<file path="src/rtl/dcache_pkg.sv">
// Shared data-cache definitions: interface widths and the memory responder state encoding.
package dcache_pkg;

    localparam int unsigned ADDRBITS      = 32;
    localparam int unsigned DATABITS      = 32;
    localparam int unsigned CACHEWORDS    = 8;
    localparam int unsigned CACHEADDRBITS = 16;

    typedef enum logic [1:0] {
        StIdle  = 2'b00,
        StWrite = 2'b01,
        StBurst = 2'b10,
        StDrain = 2'b11
    } resp_state_e;

    // Terminal value of the 16-bit burst word counter.
    function automatic logic [15:0] burst_last(input int unsigned len);
        return 16'(len - 1);
    endfunction

endpackage

</file>
<file path="src/rtl/dcache_mem_rdpipe.sv">
// Two-stage read return path: an accepted SRAM read strobe becomes mem_valid two cycles later.
module dcache_mem_rdpipe #(
    parameter int unsigned DATABITS = 32
) (
    input  logic                clk,
    input  logic                reset_n,
    input  logic                rd_fire,
    input  logic [DATABITS-1:0] sram_rdata,
    output logic                inflight,
    output logic                mem_valid,
    output logic [DATABITS-1:0] mem_dataout
);

    logic                stage_q;
    logic                valid_q;
    logic [DATABITS-1:0] data_q;

    always_ff @(posedge clk or negedge reset_n) begin
        if (!reset_n) begin
            stage_q <= 1'b0;
            valid_q <= 1'b0;
            data_q  <= '0;
        end else begin
            stage_q <= rd_fire;
            valid_q <= stage_q;
            // sram_rdata is only meaningful the cycle after an accepted strobe
            if (stage_q) begin
                data_q <= sram_rdata;
            end
        end
    end

    assign inflight    = stage_q;
    assign mem_valid   = valid_q;
    assign mem_dataout = data_q;

endmodule

</file>
<file path="src/rtl/dcache_mem_responder.sv">
// Memory-side responder for dcache line fills (fixed bursts) and single-word flush writes.
// Define DCACHE_MEM_RESPONDER_STATS_EN to add the stat_bursts/stat_writes counters.
module dcache_mem_responder
    import dcache_pkg::*;
#(
    parameter int unsigned ADDRBITS     = 32,
    parameter int unsigned DATABITS     = 32,
    parameter int unsigned BURSTLEN     = 8,
    parameter int unsigned SRAMADDRBITS = 16
) (
    input  logic                    clk,
    input  logic                    reset_n,
    input  logic [ADDRBITS-1:0]     mem_addr,
    input  logic                    mem_rdreq,
    input  logic                    mem_wrreq,
    input  logic [DATABITS-1:0]     mem_datain,
    output logic [15:0]             mem_burstlen,
    output logic [DATABITS-1:0]     mem_dataout,
    output logic                    mem_valid,
    output logic                    mem_wrack,
    output logic                    busy,
    output logic                    proto_err,
    output logic [SRAMADDRBITS-1:0] sram_addr,
    output logic                    sram_rden,
    output logic                    sram_wren,
    output logic [DATABITS-1:0]     sram_wdata,
    input  logic [DATABITS-1:0]     sram_rdata,
    input  logic                    sram_ready
`ifdef DCACHE_MEM_RESPONDER_STATS_EN
    ,
    output logic [31:0]             stat_bursts,
    output logic [31:0]             stat_writes
`endif
);

    localparam logic [15:0] LastCnt = burst_last(BURSTLEN);

    resp_state_e             state_q, state_d;
    logic [SRAMADDRBITS-1:0] addr_q, addr_d;
    logic [DATABITS-1:0]     wdata_q, wdata_d;
    logic [15:0]             cnt_q, cnt_d;
    logic                    rden_q, rden_d;
    logic                    wren_q, wren_d;
    logic                    wrack_q, wrack_d;
    logic                    perr_q, perr_d;
    logic                    busy_q;

    logic [SRAMADDRBITS-1:0] req_word;
    logic                    rd_fire;
    logic                    wr_fire;
    logic                    last_strobe;
    logic                    pipe_inflight;
    logic                    unused_addr_bits;

    assign req_word         = mem_addr[SRAMADDRBITS+1:2];
    assign unused_addr_bits = ^{mem_addr[ADDRBITS-1:SRAMADDRBITS+2], mem_addr[1:0]};

    // Strobes are held until the SRAM takes them; only accepted strobes advance the burst.
    assign rd_fire     = rden_q & sram_ready;
    assign wr_fire     = wren_q & sram_ready;
    assign last_strobe = rd_fire && (cnt_q == LastCnt);

    always_ff @(posedge clk or negedge reset_n) begin
        if (!reset_n) begin
            state_q <= StIdle;
            addr_q  <= '0;
            wdata_q <= '0;
            cnt_q   <= '0;
            rden_q  <= 1'b0;
            wren_q  <= 1'b0;
            wrack_q <= 1'b0;
            perr_q  <= 1'b0;
            busy_q  <= 1'b0;
        end else begin
            state_q <= state_d;
            addr_q  <= addr_d;
            wdata_q <= wdata_d;
            cnt_q   <= cnt_d;
            rden_q  <= rden_d;
            wren_q  <= wren_d;
            wrack_q <= wrack_d;
            perr_q  <= perr_d;
            busy_q  <= (state_d != StIdle);
        end
    end

    always_comb begin
        state_d = state_q;
        unique case (state_q)
            StIdle: begin
                if (mem_wrreq) begin
                    state_d = StWrite;
                end else if (mem_rdreq) begin
                    state_d = StBurst;
                end
            end
            StWrite: begin
                if (wr_fire) begin
                    state_d = StIdle;
                end
            end
            StBurst: begin
                if (last_strobe) begin
                    state_d = StDrain;
                end
            end
            StDrain: begin
                // Last word leaves while nothing is left in the return pipe
                if (mem_valid && !pipe_inflight) begin
                    state_d = StIdle;
                end
            end
            default: state_d = StIdle;
        endcase
    end

    always_comb begin
        addr_d  = addr_q;
        wdata_d = wdata_q;
        cnt_d   = cnt_q;
        rden_d  = rden_q;
        wren_d  = wren_q;
        wrack_d = 1'b0;
        perr_d  = perr_q;
        unique case (state_q)
            StIdle: begin
                if (mem_wrreq) begin
                    addr_d  = req_word;
                    wdata_d = mem_datain;
                    wren_d  = 1'b1;
                    if (mem_rdreq) begin
                        perr_d = 1'b1;
                    end
                end else if (mem_rdreq) begin
                    addr_d = req_word;
                    cnt_d  = '0;
                    rden_d = 1'b1;
                end
            end
            StWrite: begin
                if (wr_fire) begin
                    wren_d  = 1'b0;
                    wrack_d = 1'b1;
                end
            end
            StBurst: begin
                if (rd_fire) begin
                    addr_d = addr_q + SRAMADDRBITS'(1);
                    cnt_d  = cnt_q + 16'd1;
                    if (last_strobe) begin
                        rden_d = 1'b0;
                    end
                end
            end
            default: ;
        endcase
        if ((state_q != StIdle) && (mem_rdreq || mem_wrreq)) begin
            perr_d = 1'b1;
        end
    end

    dcache_mem_rdpipe #(
        .DATABITS (DATABITS)
    ) u_rdpipe (
        .clk         (clk),
        .reset_n     (reset_n),
        .rd_fire     (rd_fire),
        .sram_rdata  (sram_rdata),
        .inflight    (pipe_inflight),
        .mem_valid   (mem_valid),
        .mem_dataout (mem_dataout)
    );

    assign mem_burstlen = 16'(BURSTLEN);
    assign mem_wrack    = wrack_q;
    assign busy         = busy_q;
    assign proto_err    = perr_q;
    assign sram_addr    = addr_q;
    assign sram_rden    = rden_q;
    assign sram_wren    = wren_q;
    assign sram_wdata   = wdata_q;

`ifdef DCACHE_MEM_RESPONDER_STATS_EN
    logic [31:0] stat_bursts_q;
    logic [31:0] stat_writes_q;

    always_ff @(posedge clk or negedge reset_n) begin
        if (!reset_n) begin
            stat_bursts_q <= '0;
            stat_writes_q <= '0;
        end else begin
            if (state_q == StBurst && state_d == StDrain) begin
                stat_bursts_q <= stat_bursts_q + 32'd1;
            end
            if (wrack_q) begin
                stat_writes_q <= stat_writes_q + 32'd1;
            end
        end
    end

    assign stat_bursts = stat_bursts_q;
    assign stat_writes = stat_writes_q;
`else
    // Statistics counters are not built in this configuration.
`endif

endmodule

</file>
<file path="config.mk">
export PLATFORM = sky130hd
export DESIGN_NAME = dcache_mem_responder
export DESIGN_NICKNAME = d
export VERILOG_FILES = /design/src/rtl/dcache_pkg.sv /design/src/rtl/dcache_mem_rdpipe.sv /design/src/rtl/dcache_mem_responder.sv
export SDC_FILE = /design/constraint.sdc
export NUM_CORES = 1
export LEC_CHECK = 0
export ABC_AREA = 0
export BUFFER_PORTS_ARGS = -buffer_cell sky130_fd_sc_hd__buf_2
export CAP_MARGIN = 15
export CORE_MARGIN = 1
export CORE_UTILIZATION = 50
export DETAILED_ROUTE_END_ITERATION = 16
export GPL_TIMING_DRIVEN = 0
export PLACE_DENSITY = 0.83
export SETUP_SLACK_MARGIN = 0.3
export SLEW_MARGIN = 20
export SYNTH_ARGS = -nofsm -noshare
export SYNTH_HDL_FRONTEND = slang
export SYNTH_SLANG_ARGS = --single-unit
</file>
<file path="constraint.sdc">
create_clock -name clk -period 6.6 [get_ports clk]
set_clock_uncertainty 0.2 [all_clocks]
set_input_delay 1.32 -clock clk [delete_from_list [all_inputs] [get_ports clk]]
set_output_delay 1.32 -clock clk [all_outputs]
set_load 0.02 [all_outputs]
</file>
==> results by stage <==
Status:
- The run finished with clean final reports.

Clocking:
- TritonCTS built the clock tree.
- In this run, post-CTS hold repair placed 0 buffers.
- The clock transition at the registers of the reported paths is 100 ps.
- Once the clock tree was built, the setup fixing pass inserted 0 buffers.
- The total number of H-tree levels is 3.
- The number of clock sinks is 105.
- The number of resized instances in the post-cts repair step is 0.
- The maximum clock path buffer count is 2.
- The tree is rooted in a clkbuf_8.
- The clock latency on the worst-skew pair is 380 ps.
- The number of clock buffers inserted by TritonCTS is 9.

Power:
- The worst-case IR drop observed on VDD is 0.267 mV.
- The analysis attributes to cell leakage a power of 0.00283 uW.
- For this design the ratio of total power to cell area is 431 nW/um^2.

Synth:
- Of all flip-flops after synthesis, the portion carrying an async set or reset was 100%.
- Yosys printed 0 warnings.
- In this run, distinct cell masters in the synthesized netlist total 52.
- The sequential cell area fraction in the yosys report is 55.7%.
- Yosys mapped a number of flops with a built-in enable equal to 0.
- The most used flip-flop cell after synthesis is dfrtp_1.
- The register bit count reported by yosys is 105.
- Synthesis handed over a netlist of 400 instances.
- In this run the mean area of a mapped cell was 11.8 sq um.
- The post-synthesis cell area is 4720 sq um.

Placed design:
- The placed instances occupy a cell area of 5800 sq um.
- Input and output buffers added on the ports amount to 170.
- The detailed placer's ending HPWL is 8.47 mm.
- Routability-driven placement finished with a final weighted congestion of 0.884.

Timing:
- The shortest period the worst path allows is 2960 ps.
- The final-report hold violation count was 0.
- The final total negative setup slack is 0 ps.
- The period utilization is 44.9%.
- Setup violations remaining at the end of the flow were counted as 0.
- The slew of the pin with the lowest slew margin is 845 ps.
- For this run, the top clock speed supported by timing is 0.338 GHz.
- Setup repair after global routing left no endpoint under its margin.
- The count of pins over their slew limit is 0.
- Headroom to the max-slew limit came out at 43.5%.

Routing:
- In this run the remaining antenna-violating nets after routing total 0.
- The starting DRC count in detailed routing is 194.
- The first detailed-routing pass took 6 iterations.
- The post-route DRC violation count is 0.
- After detailed routing, the number of vias per cell comes to 5.48.
- The final wirelength is 11.3 mm.
- In the final routed layout, each cell accounts on average for 15.9 microns.
- The via count is 3904.

GRT:
- The number of antenna violations at the first check in global routing is 0.
- The first global-routing pass estimated 18.2 mm of wire.
- The via count of the first global-routing pass is 3788.
- The maximum number of pins on one net before global-route repair is 77.
- Summed over all layers, the global routing overflow is 0.
- The overall track demand over capacity in global routing is 23.6%.

Setup path:
- The total buffers and inverters traversed by the critical path is 1.
- The slack of the worst reg-to-reg path is 3890 ps.
- The library cell contributing the largest single delay on the critical path is a2111o_1.
- The classification of the worst setup path is in -> reg.
- The cell family contributing the most delay on the critical path is simple AND/OR/NAND/NOR gates.
- The largest driver fanout on the critical path is 7.
- For this run, the slowest stage of the critical path takes 480 ps.
- Data on the critical path arrives at its endpoint at 3020 ps.
- Walking the worst path, the cells encountered are buf_2, or3b_4, a2111o_1, or3_1, mux2_4.
- The data required time at the worst endpoint is 6660 ps.
- The category of the worst setup path launch point is an input port.
- The worst setup path is captured at a register.

Layout:
- In the final design database the tool counted 699 nets.
- The antenna cell count is 0.
- The layout cell share with drive strength beyond 1 is 45.9%.
- The finished cells cover 6020 sq um.
- The signed area change from the synthesized netlist to the final layout is 27.5%.
- The layout has 735 filler cells.

Floorplan:
- The chip width is 99.2 microns.
- The vertical extent of the die is 99.2 microns.
- The I/O pin count is 203.
- For this configuration, the core starts out at a cell density of 51.3%.
- The area enclosed by the die boundary is 9830 sq um.
- The total area inside the core boundary comes to 9200 sq um.
- The total number of placement rows is 35.

Min path:
- In this run the worst hold path is classified as reg -> reg.

Run:
- The reported max-cap violation count is 0.
-- Yosys cell counts, types with 3 or more instances --
library cell / number / area (sq um)
inv_1: 6 / 22.5
xor2_1: 3 / 26.3
a31oi_1: 3 / 18.8
o22a_1: 3 / 26.3
a21oi_1: 22 / 110
and4_1: 3 / 26.3
dfrtp_1: 105 / 2630
nand3_1: 15 / 75.1
o22ai_1: 5 / 31.3
nor2_1: 22 / 82.6
mux2_2: 65 / 732
nand4_1: 10 / 62.6
and3_1: 3 / 18.8
buf_2: 4 / 20.0
xnor2_1: 6 / 52.6
a2bb2oi_1: 6 / 52.6
nor4_1: 5 / 31.3
o21ai_0: 10 / 50.1
clkbuf_1: 14 / 52.6
a2111oi_0: 3 / 26.3
buf_4: 16 / 120
nand2_1: 21 / 78.8
nor3_1: 7 / 35.0
or3_1: 6 / 37.5
-- logic make-up (layout without fill, tap and decap cells) --
| kind of cell | after synthesis | count (layout) | share of synthesized area, % |
|---|---|---|---|
| and+or+nand+nor | 107 | 107 | 12.0 |
| AOI/OAI and AO/OA | 66 | 66 | 9.12 |
| buffers and inverters | 41 | 228 | 4.64 |
| adders and majority gates | 2 | 2 | 0.530 |
| DFF | 105 | 105 | 55.7 |
| xor gates and xnor gates | 9 | 9 | 1.67 |
| other | 2 | 16 | 0.159 |
| muxes | 68 | 68 | 16.2 |
-- final cells by class --
cell class              instances  area [sq um]  area share, %
plain buffers                  35           196           3.26
clock buffers                   9           124           2.06
clock inverters                 7          96.3           1.60
inverters                       6          22.5          0.374
multi-input cells             268          1930           32.0
flip-flops and latches        105          2630           43.7
well taps                     111           139           2.31
repair buffers                171           885           14.7
-- stage by stage --
| step | worst slack [ps] | hold slack [ps] | total power (uW) | instances | util [%] |
|---|---|---|---|---|---|
| final | 3640 | 199 | 2590 | 712 | 65.4 |
| after global routing | 3620 | 220 | 2740 | 712 | 65.4 |
| after CTS | 3660 | 200 | 2600 | 712 | 65.4 |
| after detailed placement | 3290 | 171 | 2170 | 696 | 63.0 |
| after global placement | 2910 | 157 | 2120 | 695 | 62.7 |
| after floorplan | 3520 | 152 | 1770 | 414 | - |
-- flip-flops by register name (all words and copies together) (netlist names) --
| name | cells |
|---|---|
| sram_addr | 16 |
| sram_wdata | 32 |
| u_rdpipe.mem_dataout | 32 |
| sram_wren | 1 |
| proto_err | 1 |
| cnt_q | 16 |
| u_rdpipe.inflight | 1 |
| sram_rden | 1 |
| busy | 1 |
| mem_wrack | 1 |
| u_rdpipe.mem_valid | 1 |
| state_q | 2 |
-- path summary, 6_finish.rpt --
| kind | start | endpoint | cells after the start |
|---|---|---|---|
| min reg2reg | u_rdpipe.inflight | u_rdpipe.mem_valid | 0 |
| min in group asynchronous | reset_n | sram_addr[10] | 1 |
| max reg2reg | state_q[0] | sram_wdata[27] | 6 |
| max | mem_wrreq | cnt_q[15] | 5 |
| min | u_rdpipe.inflight | u_rdpipe.mem_valid | 0 |
| max in group asynchronous | reset_n | cnt_q[6] | 2 |
-- placed cells by master (no fill, tap or decap), types with 7 or more instances in the layout --
cell type and count:
dfrtp_1 105, conb_1 16, mux2_2 65, nand2_1 21, o21ai_0 10, nor2_1 22
nand4_1 10, clkbuf_1 14, buf_4 16, nor3_1 7, buf_2 173, a21oi_1 22
clkbuf_8 9, nand3_1 15
-- power breakdown --
group	switching, uW	internal, uW
combinational	656	451
sequential	181	874
clock	242	187
total	1080	1510
-- routing by layer --
| metal | global-route usage, % | part of all wire, % |
|---|---|---|
| met1 | 30.4 | 41 |
| met2 | 38.7 | 48 |
| met3 | 5.76 | 8.2 |
| met4 | 9.73 | 2.2 |
| met5 | 0 | 0 |
-- worst register-to-register path, stage by stage (launching register included) --
cell and delay [ps]:
dfrtp_1 370, clkbuf_1 220, or2_2 320, clkbuf_1 200, nor2_1 550, buf_2 360, mux2_2 370
No activity file was read; power rests on OpenSTA's default activity.
